`src/rtl/muldiv_sequencer.sv`:
```
`default_nettype none
// ============================================================================
//  Module      : muldiv_sequencer
//  Description : Control sequencer for an iterative multiply/divide unit.
//                Accepts mult/multu/div/divu from EX, steps the datapath a
//                fixed number of iterations, pulses the HI/LO write, and
//                stalls dependent ID instructions while the unit is busy.
//  Revision    : 1.0 - initial release
// ============================================================================
module muldiv_sequencer #(
    parameter int MUL_CYCLES = 4,   // multiply iterations, 1..63
    parameter int DIV_CYCLES = 32   // divide iterations, 1..63
) (
    input  logic       clk,
    input  logic       rst,          // asynchronous, active low
    input  logic       startE,
    input  logic [1:0] opE,
    input  logic       divisorZeroE,
    input  logic       flushE,
    input  logic       mulDivD,
    input  logic       hiloReadD,
    output logic       dpStart,
    output logic       dpStep,
    output logic       hiloWrite,
    output logic       divZero,
    output logic       busy,
    output logic       Stall
);

    // Iteration counter reload values: the counter runs N-1 down to 0,
    // giving exactly N BUSY cycles.
    localparam logic [5:0] c_MUL_LOAD = 6'(MUL_CYCLES - 1);
    localparam logic [5:0] c_DIV_LOAD = 6'(DIV_CYCLES - 1);

    typedef enum logic [1:0] {
        S_IDLE = 2'd0,
        S_BUSY = 2'd1,
        S_DONE = 2'd2
    } state_t;

    state_t     r_state;
    state_t     w_stateNext;
    logic [5:0] r_cnt;
    logic [5:0] w_cntNext;
    logic       r_divZero;
    logic       w_divZeroNext;
    logic       w_accept;
    logic       w_isDiv;

    assign w_isDiv = opE[1];

    // State, iteration counter and divide-by-zero flag registers.
    always_ff @(posedge clk or negedge rst) begin
        if (!rst) begin
            r_state   <= S_IDLE;
            r_cnt     <= 6'd0;
            r_divZero <= 1'b0;
        end else begin
            r_state   <= w_stateNext;
            r_cnt     <= w_cntNext;
            r_divZero <= w_divZeroNext;
        end
    end

    // Next-state and output decode. A flushed EX instruction is never
    // accepted; once an operation is in flight it always runs to completion.
    always_comb begin
        w_stateNext   = r_state;
        w_cntNext     = r_cnt;
        w_divZeroNext = r_divZero;
        w_accept      = 1'b0;
        dpStart       = 1'b0;
        dpStep        = 1'b0;
        hiloWrite     = 1'b0;
        divZero       = 1'b0;

        unique case (r_state)
            S_IDLE: begin
                w_accept = startE && !flushE;
                dpStart  = w_accept;
                if (w_accept) begin
                    if (w_isDiv && divisorZeroE) begin
                        // Divide by zero: skip iterations, report next cycle.
                        w_stateNext   = S_DONE;
                        w_divZeroNext = 1'b1;
                    end else begin
                        w_stateNext   = S_BUSY;
                        w_cntNext     = w_isDiv ? c_DIV_LOAD : c_MUL_LOAD;
                        w_divZeroNext = 1'b0;
                    end
                end
            end
            S_BUSY: begin
                dpStep = 1'b1;
                if (r_cnt == 6'd0) begin
                    w_stateNext = S_DONE;
                end else begin
                    w_cntNext = r_cnt - 6'd1;
                end
            end
            S_DONE: begin
                hiloWrite   = 1'b1;
                divZero     = r_divZero;
                w_stateNext = S_IDLE;
            end
            default: begin
                w_stateNext = S_IDLE;
            end
        endcase
    end

    // Busy covers BUSY and DONE; ID consumers of HI/LO or the unit itself
    // must wait, including in the accept cycle before busy rises.
    always_comb begin
        busy  = (r_state != S_IDLE);
        Stall = (busy || w_accept) && (mulDivD || hiloReadD);
    end

    // Datapath control strobes never overlap.
    a_strobeExclusive : assert property (
        @(posedge clk) disable iff (!rst)
        $onehot0({dpStart, dpStep, hiloWrite})
    );

    // The result write lasts exactly one cycle.
    a_doneSingleCycle : assert property (
        @(posedge clk) disable iff (!rst)
        (r_state == S_DONE) |=> (r_state == S_IDLE)
    );

endmodule
`default_nettype wire

```
`config.mk`:
```
export PLATFORM = sky130hd
export DESIGN_NAME = muldiv_sequencer
export DESIGN_NICKNAME = d
export VERILOG_FILES = /design/src/rtl/muldiv_sequencer.sv
export SDC_FILE = /design/constraint.sdc
export NUM_CORES = 1
export LEC_CHECK = 0
export ABC_AREA = 0
export CORE_AREA = 2 2 42 44
export DETAILED_ROUTE_END_ITERATION = 10
export DIE_AREA = 0 0 44 46
export HOLD_SLACK_MARGIN = 0.12
export PLACE_DENSITY = 0.74
export SYNTH_ARGS = -nofsm -noshare
export SYNTH_HDL_FRONTEND = slang
export SYNTH_SLANG_ARGS = --single-unit
```
`constraint.sdc`:
```
create_clock -name clk -period 4.9 [get_ports clk]
set_clock_uncertainty 0.1 [all_clocks]
set_input_delay 0.98 -clock clk [delete_from_list [all_inputs] [get_ports clk]]
set_output_delay 0.98 -clock clk [all_outputs]
set_load 0.01 [all_outputs]
```
# [Word-level counts from Yosys, hierarchy flattened]
# Cells that the tools add are included.
[totals] ff_bits=9 input_bits=9 word_cells=37 output_inout_bits=6
[classes] n_addsub=1 muxes=14 reduce_logical=13 eq_ne=6
[ops] op="$mux W6" n=3
[ops] op="$pmux W6 S2" n=1
[ops] op="$ne A2 B2 Y1 const B" n=4
[ops] op="$logic_not A6 Y1" n=1
[ops] op="$mux W2" n=3
[ops] op="$sub A6 B1 Y6 const B" n=1
[ops] op="$mux W1" n=5
[ops] op="$mux W5" n=1
[ops] op="$pmux W2 S2" n=1
[ops] op="$reduce_and A2 Y1" n=2
[ops] op="$reduce_and A4 Y1" n=1
[ops] op="$reduce_bool A2 Y1" n=2
[ops] op="$logic_and A1 B1 Y1" n=3
[ops] op="$eq A2 B1 Y1 const B" n=1
[ops] op="$eq A2 B2 Y1 const B" n=1
[ops] op="$logic_not A2 Y1" n=1
[ops] op="$logic_or A1 B1 Y1" n=2
[ops] op="$logic_not A1 Y1" n=1

# [Logic depth before layout (Yosys ltp)]
# Gate-level depths: netlist (run 1).
[depth] word_depth=5 mapped_depth=5 depth_no_buf=5

# [Least setup slack after synthesis (run 1)]
# Ideal clock, no wire load.
[synth_path] path_type="input -> output" start="input port flushE" end="output port dpStart" path_stages=2 path_slack_ns=2.229 t_arrival_ns=1.591 required_time_ns=3.820 cell_sequence="or4b_4 clkinv_4"
[synth_between] elab_chain_len=3
[synth_rtl] item="from (decl)" line="19" rtl="input logic flushE,"
[synth_rtl] item="$logic_not A1 Y1" line="79" rtl="w_accept = startE && !flushE;"
[synth_rtl] item="$logic_and A1 B1 Y1" line="79"
[synth_rtl] item="$mux W1" line="77" rtl="unique case (r_state)"
[synth_rtl] item="to (decl)" line="22" rtl="output logic dpStart,"
# No other way between the ends.

# [Worst setup path in the final report (run 1)]
[layout_path] start="input port startE" end="output port dpStart"
[layout_between] elab_chain_len=2
[layout_rtl] item="from (decl)" line="16" rtl="input logic startE,"
[layout_rtl] item="$logic_and A1 B1 Y1" line="79"
[layout_rtl] item="$mux W1" line="77"
# No other way between the ends.

==> flow_summary.toml, run 1 <==
[outcome]
status = "completed"

[critical_path]
max_stage_delay_ns = 0.53
cp-startpoint = "startE"
crit_top_cell = "clkdlybuf4s50_1"
start_kind = "input pin"
rr_endpoint = "r_cnt[4]"
cp_max_fo = 8
critPathCapture = "dpStart"
critPathKind = "in2out"
r2r_cells = 5
cp.arrival_ns = 2.60
endpoint_kind = "primary output"
ff2ff_setup_slack_ns = 3.07
cp_top_family = "buffers and inverters"
r2r_start = "r_cnt[0]"
critical_path_depth = 4
path_cells = "clkdlybuf4s50_1 > or4b_4 > clkinv_4 > clkdlybuf4s50_1"
path_buf_inv = 3
cp.required_ns = 3.82
cp_slowest_cell = "clkdlybuf4s50_1"

[pwr]
ir_worst_vdd_mv = 0.236
power.internal_uw = 245
switching_power_uw = 173
power_density_mw_per_mm2 = 556
p_total_uw = 418
netSwitchingFraction = 0.415
p_leak_uw = 0.000316
pwr-share-clk = 0.148
power_frac_comb = 0.495
p_seq_frac = 0.358

[place]
place.gp.congestion = 0.778
place_hpwl_um = 989
port_buffers = 13
dpl_cell_area_um2 = 724
pre_cts_slack_ns = 1.22

[route]
post_drt_wl_per_cell_um = 14.7
postRouteAntennaNets = 0
drtIter0Drc = 19
drtPass1Iterations = 4
wl_um = 1380
drc = 0
vias = 551
via_per_inst = 5.86

[cts]
cts_max_level = 1
cts_buffers = 3
cts_sinks = 9
cts_resized = 0
clk_path_buf_depth = 2
cts_hold_buf = 0
root_buffer = "clkbuf_4"
clkLatencyLatePin_ns = 0.27
clk_pin_slew_worst_paths_ns = 0.06
post_cts_buffers = 0
cts_tree = "built"

[yosys]
synth_cell_type_count = 30
syn_area_um2 = 578
avgSynthCellArea_um2 = 9.48
yosysSeqAreaShare = 0.390
synth_nets = 72
synth_warnings = 0
syn_inst = 61
synth_seq_cells = 9

[floorplan]
row_count = 15
die_w_um = 44
initial_core_util = 0.358
core_mm2 = 0.00161
die_y_um = 46
dieArea_mm2 = 0.00202
io_pins = 15

[global_route]
antenna_found_initial = 0
grt_pass1_vias = 505
grt_overflow = 0
grt_pass1_wl_um = 2210
grt_max_degree = 11
track_usage = 0.152

[cells_and_area]
fin_nets = 89
syn_to_final_growth_pct = 30.1
layout_common_cells = "clkdlybuf4s50_1, dfrtp_1, inv_1, a21oi_1"
fin_util = 0.466
layout-drive-gt1-share = 0.117
final_area_um2 = 752
antenna_cells = 0
final_common_cell = "clkdlybuf4s50_1"

[sta]
setup_viol = 0
tns_ns = 0
post-route-min-period_ns = 3.68
worstMarginPinSlew_ns = 0.599
setup_ws_ns = 1.22
clock.fmax_mhz = 271
rsz0062_at_grt = "no"
relSlewSlack = 0.600
final_max_slew_viol_count = 0
report.final.hold_viol_count = 0
min_period_over_period = 0.752

[hold_path]
worst_hold_path_type = "reg2reg"

[run]
cap_viol_max_count = 0
-- through the flow --
step	hold WS [ns]	instances
after CTS	0.402	94
after global routing	0.457	94
final	0.385	94
after global placement	0.362	90
after floorplan	0.342	61
after detailed placement	0.387	90
-- worst reg2reg max path: cells and delay by family, from the launching register on --
family / cells / cell delay [ns]
fa+ha+maj: 1 / 0.23
simple gates: 1 / 0.45
flops: 1 / 0.42
compound gates: 2 / 0.38
buf+inv: 1 / 0.09
-- metal layers --
metal,GRT usage,routed length [um],up-vias
met2,0.241,679,24
met5,0,0,-
met4,0.127,52,0
li1,-,-,258
met1,0.188,580,265
met3,0.0119,69,4
-- synthesized netlist by cell type, drive strengths merged --
cell / n / area, um^2
a211oi: 1 / 7.51
a21boi: 1 / 11.3
a21oi: 5 / 25.0
a221oi: 1 / 8.76
a32oi: 2 / 17.5
and2: 1 / 6.26
and2b: 1 / 7.51
buf: 1 / 5.00
clkinv: 1 / 8.76
dfrtp: 9 / 225
ha: 2 / 25.0
inv: 5 / 18.8
mux2: 1 / 15.0
mux2i: 2 / 20.0
nand2: 2 / 7.51
nand2b: 3 / 18.8
nand3: 1 / 5.00
nand4: 1 / 6.26
nand4b: 2 / 17.5
nor2: 3 / 11.3
nor2b: 2 / 12.5
nor3: 2 / 10.0
nor4: 1 / 6.26
o211ai: 1 / 7.51
o21ai: 3 / 15.0
o311ai: 2 / 17.5
or3: 3 / 18.8
or3b: 1 / 8.76
or4b: 1 / 13.8
-- registers in the layout (all words and copies together), names as in the netlist --
name,flops
r_divZero,1
r_cnt,6
r_state,2
-- power by group through the flow --
stage | Clock, uW | Combinational (uW) | Sequential [uW]
finish | 61.8 | 207 | 150
global route | 66.4 | 230 | 155
global placement | 0 | 199 | 148
CTS | 62.6 | 208 | 148
detailed placement | 0 | 207 | 150
floorplan | 0 | 147 | 139
-- final cells by class --
cell class	count	area, um^2
fillers	156	862
multi-input cells	45	320
flip-flops and latches	9	225
repair buffers	13	130
inverters	6	27.5
clock buffers	3	22.5
well taps	17	21.3
clock inverters	1	5.00
-- worst min path at each step --
stage,startpoint,to,slack [ns],cells after the start
6_report,r_divZero,r_divZero,0.39,2
5_1_grt,r_cnt[0],r_cnt[0],0.46,1
4_1_cts,r_divZero,r_divZero,0.40,2
3_5_place_dp,r_divZero,r_divZero,0.39,2
3_3_place_gp,r_divZero,r_divZero,0.36,2
2_1_floorplan,r_divZero,r_divZero,0.34,2
-- kinds of logic (layout without fill, tap and decap cells) --
| group | Yosys count | count (layout) | synth area share |
|---|---|---|---|
| DFF | 9 | 9 | 0.390 |
| buffers and inverters | 7 | 23 | 0.0563 |
| AOI/OAI and AO/OA | 16 | 16 | 0.190 |
| adders and majority gates | 2 | 2 | 0.0433 |
| and+or+nand+nor | 24 | 24 | 0.260 |
| muxes | 3 | 3 | 0.0606 |
Note: power is estimated with default switching activity, not from simulation.
==> run 2: changes to the inputs <==
Settings changed: PLACE_DENSITY 0.74 to 0.77.
Clock period 4.9 ns to 3.1 ns, I/O delays scaled along.
==> run 2 against run 1 <==
Against the previous run: largest power group unchanged; global-route usage fell by 0.98 points; die area did not move; total power rose by 56%; highest routed layer unchanged; sequential cell count did not move; critical endpoint unchanged; via count fell by 4.9%; core utilization fell by 0.078 points; setup slack got worse by 1.1 ns; combinational power rose by 56%.
==> flow_summary.toml, run 2 (synthesis results as in run 1) <==
[sta]
report.final.hold_viol_count = 0
tns_ns = 0
worstMarginPinSlew_ns = 0.570
setup_ws_ns = 0.147
setup_viol = 0
clock.fmax_mhz = 339
rsz0062_at_grt = "no"
min_period_over_period = 0.953
relSlewSlack = 0.619
post-route-min-period_ns = 2.95
final_max_slew_viol_count = 0

[place]
place.gp.congestion = 0.829
pre_cts_slack_ns = 0.148
port_buffers = 13
dpl_cell_area_um2 = 724
place_hpwl_um = 924
post-place-cells = 90

[critical_path]
cp_max_fo = 8
cp.required_ns = 2.38
cp.arrival_ns = 2.23
start_kind = "input pin"
critPathCapture = "dpStart"
r2r_start = "r_cnt[0]"
critPathKind = "in2out"
ff2ff_setup_slack_ns = 1.32
endpoint_kind = "primary output"
rr_endpoint = "r_cnt[4]"
r2r_cells = 5
cp-startpoint = "startE"

[cts]
clkLatencyLatePin_ns = 0.26
root_buffer = "clkbuf_4"
post_cts_buffers = 0
cts_max_level = 1
clk_path_buf_depth = 2
cts_tree = "built"
cts_buffers = 3
clk_pin_slew_worst_paths_ns = 0.06
cts_hold_buf = 0
cts_resized = 0
cts_sinks = 9

[floorplan]
die_y_um = 46
row_count = 15
dieArea_mm2 = 0.00202
initial_core_util = 0.358
core_mm2 = 0.00161
die_w_um = 44
io_pins = 15

[cells_and_area]
layout-drive-gt1-share = 0.104
fin_nets = 89
regMostFlops = "r_cnt"
syn_to_final_growth_pct = 29.9
layout_common_cells = "clkdlybuf4s50_1, dfrtp_1, inv_1, a21oi_1"
n_fill_cell = 159
final_common_cell = "clkdlybuf4s50_1"
top_regs = "r_cnt (6), r_state (2), r_divZero (1)"
largest_reg_flops = 6
antenna_cells = 0
finalNonFillerCells = 94
final_area_um2 = 751

[pwr]
ir_worst_vdd_mv = 0.302
p_leak_uw = 0.000313
power_density_mw_per_mm2 = 869

[route]
post_drt_wl_per_cell_um = 13.2
drc = 0
drtPass1Iterations = 4
postRouteAntennaNets = 0
vias = 524
via_per_inst = 5.57
wl_um = 1240
drtIter0Drc = 17

[global_route]
grt_max_degree = 11
antenna_found_initial = 0
grt_pass1_vias = 454
track_usage = 0.143
grt_pass1_wl_um = 1990
grt_overflow = 0

[outcome]
status = "completed"

[run]
cap_viol_max_count = 0

[hold_path]
worst_hold_path_type = "reg2reg"
## run 2: changes by cell type in the layout (fill, tap and decap cells not counted), sizes merged
cell    delta
clkinv     -1
clkbuf     +1
## run 2: metal layers
metal  GRT usage  up-vias  share of wire
li1            -      265              -
met1       0.169      241           0.47
met2       0.221       14           0.47
met3      0.0357        4          0.035
met4       0.109        0          0.027
met5           0        -              0
## run 2: through the flow
stage                      util  power [uW]  hold slack [ns]
after detailed placement  0.449         560            0.369
after CTS                 0.465         659            0.384
after floorplan               -         452            0.224
after global routing      0.465         708            0.460
after global placement    0.449         547            0.364
final                     0.465         652            0.377
## run 2: worst min path at each step
stage                     cells past startpoint  slack [ns]       start          to
after floorplan                               0        0.22         rst    r_cnt[0]
after global routing                          1        0.46  r_state[1]  r_state[1]
final                                         2        0.38   r_divZero   r_divZero
after CTS                                     2        0.38   r_divZero   r_divZero
after detailed placement                      2        0.37   r_divZero   r_divZero
after global placement                        2        0.36   r_divZero   r_divZero
## run 2: worst max-delay path, stage by stage
cell             delay [ns]
clkdlybuf4s50_1        0.47
or4b_4                 0.51
clkinv_4               0.10
clkdlybuf4s50_1        0.53
## run 2: power by group
part | switching [uW] | internal (uW)
Sequential | 61.6 | 174
Clock | 44.7 | 49.8
Combinational | 157 | 165
## run 2: area by class of cell
cell class | instances | area [um^2] | share of cell area
Multi-Input combinational cell | 45 | 320 | 0.427
Sequential cell | 9 | 225 | 0.300
Clock buffer | 4 | 26.3 | 0.0350
Tap cell | 17 | 21.3 | 0.0283
Timing Repair Buffer | 13 | 130 | 0.173
Inverter | 6 | 27.5 | 0.0367
